--- config.mk ---
export PLATFORM = sky130hd
export DESIGN_NAME = serial_adder_ctrl_flat
export DESIGN_NICKNAME = d
export VERILOG_FILES = /design/src/rtl/serial_adder_ctrl_pkg.sv /design/src/rtl/serial_adder_ctrl_if.sv /design/src/rtl/serial_adder_ctrl_full_adder.sv /design/src/rtl/serial_adder_ctrl.sv /design/src/flat_wrapper.sv
export SDC_FILE = /design/constraint.sdc
export NUM_CORES = 1
export LEC_CHECK = 0
export BUFFER_PORTS_ARGS = -buffer_cell sky130_fd_sc_hd__buf_2
export CAP_MARGIN = 20
export CORE_UTILIZATION = 53
export CTS_CLUSTER_DIAMETER = 200
export DETAILED_ROUTE_END_ITERATION = 8
export PLACE_DENSITY = 0.77
export SYNTH_ARGS = -nofsm -noshare
export SYNTH_HDL_FRONTEND = slang
export SYNTH_HIERARCHICAL = 1
export SYNTH_SLANG_ARGS = --single-unit
--- constraint.sdc ---
create_clock -name clk -period 2 [get_ports clk]
set_clock_uncertainty 0.1 [all_clocks]
set_input_delay 0.2 -clock clk [delete_from_list [all_inputs] [get_ports clk]]
set_output_delay 0.2 -clock clk [all_outputs]
set_load 0.02 [all_outputs]
--- src/rtl/serial_adder_ctrl_pkg.sv ---
// Shared types and constants for the bit-serial add/subtract controller.
package serial_adder_ctrl_pkg;

    localparam int SA_WIDTH_DEF = 8;

    typedef enum logic [1:0] {
        SA_IDLE = 2'd0,
        SA_RUN  = 2'd1,
        SA_DONE = 2'd2
    } sa_state_t;

endpackage

--- src/rtl/serial_adder_ctrl_if.sv ---
// Request/result bundle between a client and serial_adder_ctrl.
// The ovf signal exists only when SERIAL_ADD_OVF_EN is defined.
interface serial_adder_ctrl_if
    import serial_adder_ctrl_pkg::*;
#(
    parameter int WIDTH = SA_WIDTH_DEF
);
    logic             start;
    logic             op_sub;
    logic [WIDTH-1:0] a;
    logic [WIDTH-1:0] b;
    logic             cin;
    logic [WIDTH-1:0] sum;
    logic             cout;
    logic             busy;
    logic             done;
`ifdef SERIAL_ADD_OVF_EN
    logic             ovf;

    modport master (output start, op_sub, a, b, cin,
                    input  sum, cout, busy, done, ovf);
    modport slave  (input  start, op_sub, a, b, cin,
                    output sum, cout, busy, done, ovf);
`else
    modport master (output start, op_sub, a, b, cin,
                    input  sum, cout, busy, done);
    modport slave  (input  start, op_sub, a, b, cin,
                    output sum, cout, busy, done);
`endif

endinterface

--- src/rtl/serial_adder_ctrl_full_adder.sv ---
// Single-bit full adder shared across every bit position by the serial controller.
module full_adder (
    output logic sum,
    output logic cout,
    input  logic a,
    input  logic b,
    input  logic cin
);

    assign sum  = a ^ b ^ cin;
    assign cout = (a & b) | (cin & (a ^ b));

endmodule

--- src/rtl/serial_adder_ctrl.sv ---
// Bit-serial add/subtract controller: one full_adder walked LSB-first over WIDTH bits.
// Define SERIAL_ADD_OVF_EN to add the registered signed-overflow flag.
module serial_adder_ctrl
    import serial_adder_ctrl_pkg::*;
#(
    parameter int WIDTH = SA_WIDTH_DEF
) (
    input  logic               clk,
    input  logic               rst,
    serial_adder_ctrl_if.slave bus
);

    localparam int CNT_W = $clog2(WIDTH);

    sa_state_t        state;
    sa_state_t        state_nxt;
    logic             load;
    logic             last;
    logic             busy;
    logic             done;

    logic [WIDTH-1:0] a_sr;
    logic [WIDTH-1:0] b_sr;
    logic [WIDTH-2:0] res_sr;
    logic [WIDTH-1:0] res_nxt;
    logic [WIDTH-1:0] sum_q;
    logic [CNT_W-1:0] cnt;
    logic             carry;
    logic             cout_q;
    logic             fa_sum;
    logic             fa_cout;

    full_adder u_fa (fa_sum, fa_cout, a_sr[0], b_sr[0], carry);

    always_ff @(posedge clk) begin
        if (rst) state <= SA_IDLE;
        else     state <= state_nxt;
    end

    always_comb begin
        state_nxt = state;
        load      = 1'b0;
        last      = 1'b0;
        busy      = 1'b0;
        done      = 1'b0;
        unique case (state)
            SA_IDLE: begin
                if (bus.start) begin
                    state_nxt = SA_RUN;
                    load      = 1'b1;
                end
            end
            SA_RUN: begin
                busy = 1'b1;
                if (cnt == CNT_W'(WIDTH - 1)) begin
                    state_nxt = SA_DONE;
                    last      = 1'b1;
                end
            end
            SA_DONE: begin
                done = 1'b1;
                if (bus.start) begin
                    state_nxt = SA_RUN;
                    load      = 1'b1;
                end else begin
                    state_nxt = SA_IDLE;
                end
            end
            default: state_nxt = SA_IDLE;
        endcase
    end

    // The newest sum bit enters at the MSB, so after WIDTH steps bit 0 holds the first one.
    assign res_nxt = {fa_sum, res_sr};

    always_ff @(posedge clk) begin
        if (rst) begin
            a_sr   <= '0;
            b_sr   <= '0;
            res_sr <= '0;
            cnt    <= '0;
            carry  <= 1'b0;
            sum_q  <= '0;
            cout_q <= 1'b0;
        end else if (load) begin
            a_sr  <= bus.a;
            b_sr  <= bus.op_sub ? ~bus.b : bus.b;
            carry <= bus.op_sub | bus.cin;
            cnt   <= '0;
        end else if (state == SA_RUN) begin
            a_sr   <= {1'b0, a_sr[WIDTH-1:1]};
            b_sr   <= {1'b0, b_sr[WIDTH-1:1]};
            res_sr <= res_nxt[WIDTH-1:1];
            carry  <= fa_cout;
            if (last) begin
                sum_q  <= res_nxt;
                cout_q <= fa_cout;
            end else begin
                cnt <= cnt + CNT_W'(1);
            end
        end
    end

`ifdef SERIAL_ADD_OVF_EN
    logic ovf_q;

    // On the last bit the carry flop still holds the carry into the MSB.
    always_ff @(posedge clk) begin
        if (rst)       ovf_q <= 1'b0;
        else if (last) ovf_q <= carry ^ fa_cout;
    end

    assign bus.ovf = ovf_q;
`endif

    assign bus.sum  = sum_q;
    assign bus.cout = cout_q;
    assign bus.busy = busy;
    assign bus.done = done;

endmodule

--- src/flat_wrapper.sv ---
// flat-port wrapper written by rule: the top's interface ports become plain ports
module serial_adder_ctrl_flat import serial_adder_ctrl_pkg::*;
#(
    parameter int WIDTH = SA_WIDTH_DEF
)
  (clk, rst, bus_start, bus_op_sub, bus_a, bus_b, bus_cin, bus_sum, bus_cout, bus_busy, bus_done);
  serial_adder_ctrl_if #(.WIDTH(WIDTH)) bus_i ();
  input  logic clk;
  input  logic rst;
  input wire logic [$bits(bus_i.start)-1:0] bus_start;
  input wire logic [$bits(bus_i.op_sub)-1:0] bus_op_sub;
  input wire logic [$bits(bus_i.a)-1:0] bus_a;
  input wire logic [$bits(bus_i.b)-1:0] bus_b;
  input wire logic [$bits(bus_i.cin)-1:0] bus_cin;
  output wire logic [$bits(bus_i.sum)-1:0] bus_sum;
  output wire logic [$bits(bus_i.cout)-1:0] bus_cout;
  output wire logic [$bits(bus_i.busy)-1:0] bus_busy;
  output wire logic [$bits(bus_i.done)-1:0] bus_done;
  assign bus_i.start = bus_start;
  assign bus_i.op_sub = bus_op_sub;
  assign bus_i.a = bus_a;
  assign bus_i.b = bus_b;
  assign bus_i.cin = bus_cin;
  assign bus_sum = bus_i.sum;
  assign bus_cout = bus_i.cout;
  assign bus_busy = bus_i.busy;
  assign bus_done = bus_i.done;
  serial_adder_ctrl #(.WIDTH(WIDTH)) u_core (.clk(clk), .rst(rst), .bus(bus_i));
endmodule
==> impl_metrics.json <==
{
  "status": "finished, violations left",
  "violations": "design-rule violations",
  "std_cell_rows": 19,
  "worst_path_largest_cell_delay_ps": 390,
  "ys_seq_area_frac": 0.4673,
  "layout-drive-gt1-share": 0.2238,
  "cts_root_buffer": "clkbuf_4",
  "clockBufferDepth": 2,
  "post_synth_num_cell_types": 27,
  "place.gp.congestion": 0.7713,
  "min_path_type": "primary input to register",
  "port_buffers": 31,
  "design_area_um2": 1790,
  "cp_top_family": "buffers and inverters",
  "finalMaxSlewViolations": 0,
  "hpwl_um": 2284,
  "synth_most_common_cell": "dfxtp_1",
  "placed_cell_area_um2": 1723,
  "initial_core_util": 0.5754,
  "p_leak_uw": 0.0007109,
  "min_from": "bus_a[0]",
  "insertion_delay_ps": 340,
  "vias_per_cell": 5.635,
  "rr_startpoint": "u_core/cnt[0]",
  "setup_viol_count_final": 0,
  "vias": 1358,
  "synth_ff_type": "dfxtp_1",
  "die-area_um2": 3297,
  "rsz0062_at_grt": "false",
  "path_max_fanout": 33,
  "synth_top_cell_area_share": 0.4673,
  "yosys_warnings": 6,
  "syn_area_um2": 1628,
  "setup.worst_path.start_class": "register",
  "synth_fp_nets": 207,
  "required_ps": 1700,
  "final_nets": 233,
  "cts_max_level": 2,
  "core-area_um2": 2829,
  "path_buf_inv": 2,
  "vdd_drop_max_mv": 0.4793,
  "arrival_ps": 1470,
  "r2r_cells": 5,
  "yosys.area.top_type": "dfxtp_1",
  "synth.avg_cell_area_um2": 8.895,
  "power_uw": 1428,
  "drt_pass1_iterations": 6,
  "io_pins": 32,
  "die_x_um": 57.42,
  "cts_tree": "done",
  "whs_endpoint": "u_core/a_sr[0]",
  "route.final.wire_length_um": 3369,
  "drcViolationCount": 1,
  "drtIter0Drc": 34,
  "cts.sinks": 38,
  "report.final.hold_viol_count": 0,
  "synthArstFlopShare": 0,
  "setup_tns_ps": 0,
  "grt_pass1_vias": 1283,
  "die_h_um": 57.42,
  "ant_nets": 0,
  "synth.area.top_cells": "dfxtp_1 47%, nand2_1 7.1%, a21oi_1 6.1%",
  "grt-ovfl-total": 0,
  "cts_buffers": 5,
  "crit_path_start": "u_core/state[1]",
  "r2r_slack_ps": 290,
  "grt_use_total": 0.2383,
  "fin_crit_ps": 1771,
  "end_kind": "output port",
  "rr_endpoint": "u_core/cnt[1]",
  "crit_type": "register to output port",
  "slew_headroom": 0.5587,
  "finalCritPeriodShare": 0.8856,
  "grt_max_degree": 39,
  "power.density_nw_per_um2": 797.7,
  "cts_resized": 0,
  "worst_pin_slew_ps": 662.0,
  "worstHoldPathCells": 3,
  "n_antenna_cell": 0,
  "max_freq_mhz": 564.6,
  "clk_pin_slew_worst_paths_ps": 110,
  "area_growth_pct": 9.992,
  "synth_edf_count": 0,
  "antenna_found_initial": 0,
  "drt-wirelength-per-cell_um": 13.98,
  "grt_pass1_wl_um": 5920,
  "synth_common_cells": "38 x dfxtp_1, 31 x nand2_1, 20 x a21oi_1, 20 x nor3_1, 14 x nand3_1",
  "path_cells": "nand2b_1 > inv_4 > buf_2",
  "synth_cells": 183,
  "ys_ff_latch": 38,
  "drv_cap": 0,
  "cp_slowest_cell": "dfxtp_1"
}
## worst max-delay path by stage
stage	to	depth (start not counted)
2_1_floorplan	u_core/bus.sum[0]	6
3_3_place_gp	u_core/bus.sum[1]	5
3_5_place_dp	u_core/bus.sum[6]	5
4_1_cts	bus_busy	3
5_1_grt	u_core/cnt[1]	5
6_report	bus_busy	3
## logic make-up after synthesis
group                      share of synthesized area
AOI/OAI and AO/OA                             0.1384
xor gates and xnor gates                     0.04843
adders and majority gates                    0.02767
buffers and inverters                        0.07839
DFF                                           0.4673
muxes                                        0.01845
and+or+nand+nor                               0.2214
## layer usage
layer,track usage,part of all wire,vias up
met4,0.08711,0.013,0
li1,-,-,687
met5,0,0,-
met3,0.08163,0.049,6
met1,0.3074,0.44,633
met2,0.3704,0.50,32
## per-stage QoR
stage / utilization / hold slack [ps] / setup WS [ps] / std cells
3_5_place_dp: 0.6090 / 346.4 / 247.4 / 232
3_3_place_gp: 0.6090 / 342.9 / 339.7 / 232
6_report: 0.6329 / 31.07 / 228.8 / 241
5_1_grt: 0.6329 / 17.48 / 73.29 / 241
4_1_cts: 0.6303 / 18.63 / 226.1 / 240
2_1_floorplan: - / 270.4 / 508.1 / 183
## report_power, final
group	internal, µW	total [µW]	switching (µW)	leakage (µW)
logic	80.5	196	116	0.000365
clock network	170	412	241	0.0000353
registers	795	820	25.2	0.000310
## final cells by class
| class | count | area (µm²) |
|---|---|---|
| Tap cell | 31 | 38.79 |
| Timing Repair Buffer | 35 | 185.2 |
| Clock inverter | 1 | 5.005 |
| Multi-Input combinational cell | 128 | 739.5 |
| Clock buffer | 7 | 55.05 |
| Fill cell | 257 | 1039 |
| Inverter | 1 | 6.256 |
| Sequential cell | 38 | 760.7 |
## sequential cells by signal, summed over array words and instances, names as in the netlist
signal           cells
u_core/a_sr          8
u_core/b_sr          8
u_core/bus.cout      1
u_core/bus.sum       8
u_core/carry         1
u_core/cnt           3
u_core/res_sr        7
u_core/state         2
## tightest hold or removal path, delay by kind of cell
family	cells	cell delay [ps]
AO/OA/AOI/OAI	2	160
buffers and inverters	1	80
## what timing repair did
action / CTS / global route
setup buffers: 0 / 1
hold buffers: 0 / 0
endpoints found under the setup margin: 0 / 9
endpoints found under the hold margin: 0 / 0
## layout by cell type (no fill, tap or decap), types with 2 or more instances in the layout
cell type,n
nand3_1,14
nand2b_1,2
a21oi_1,20
dfxtp_1,38
xor2_1,8
o22ai_1,8
nor2_1,6
nand2_1,31
ha_1,2
a311oi_1,3
nor2b_1,2
buf_2,31
a22oi_2,3
buf_4,4
mux2i_1,3
nor3_1,20
clkbuf_4,5
Note: power is estimated with default switching activity, not from simulation.
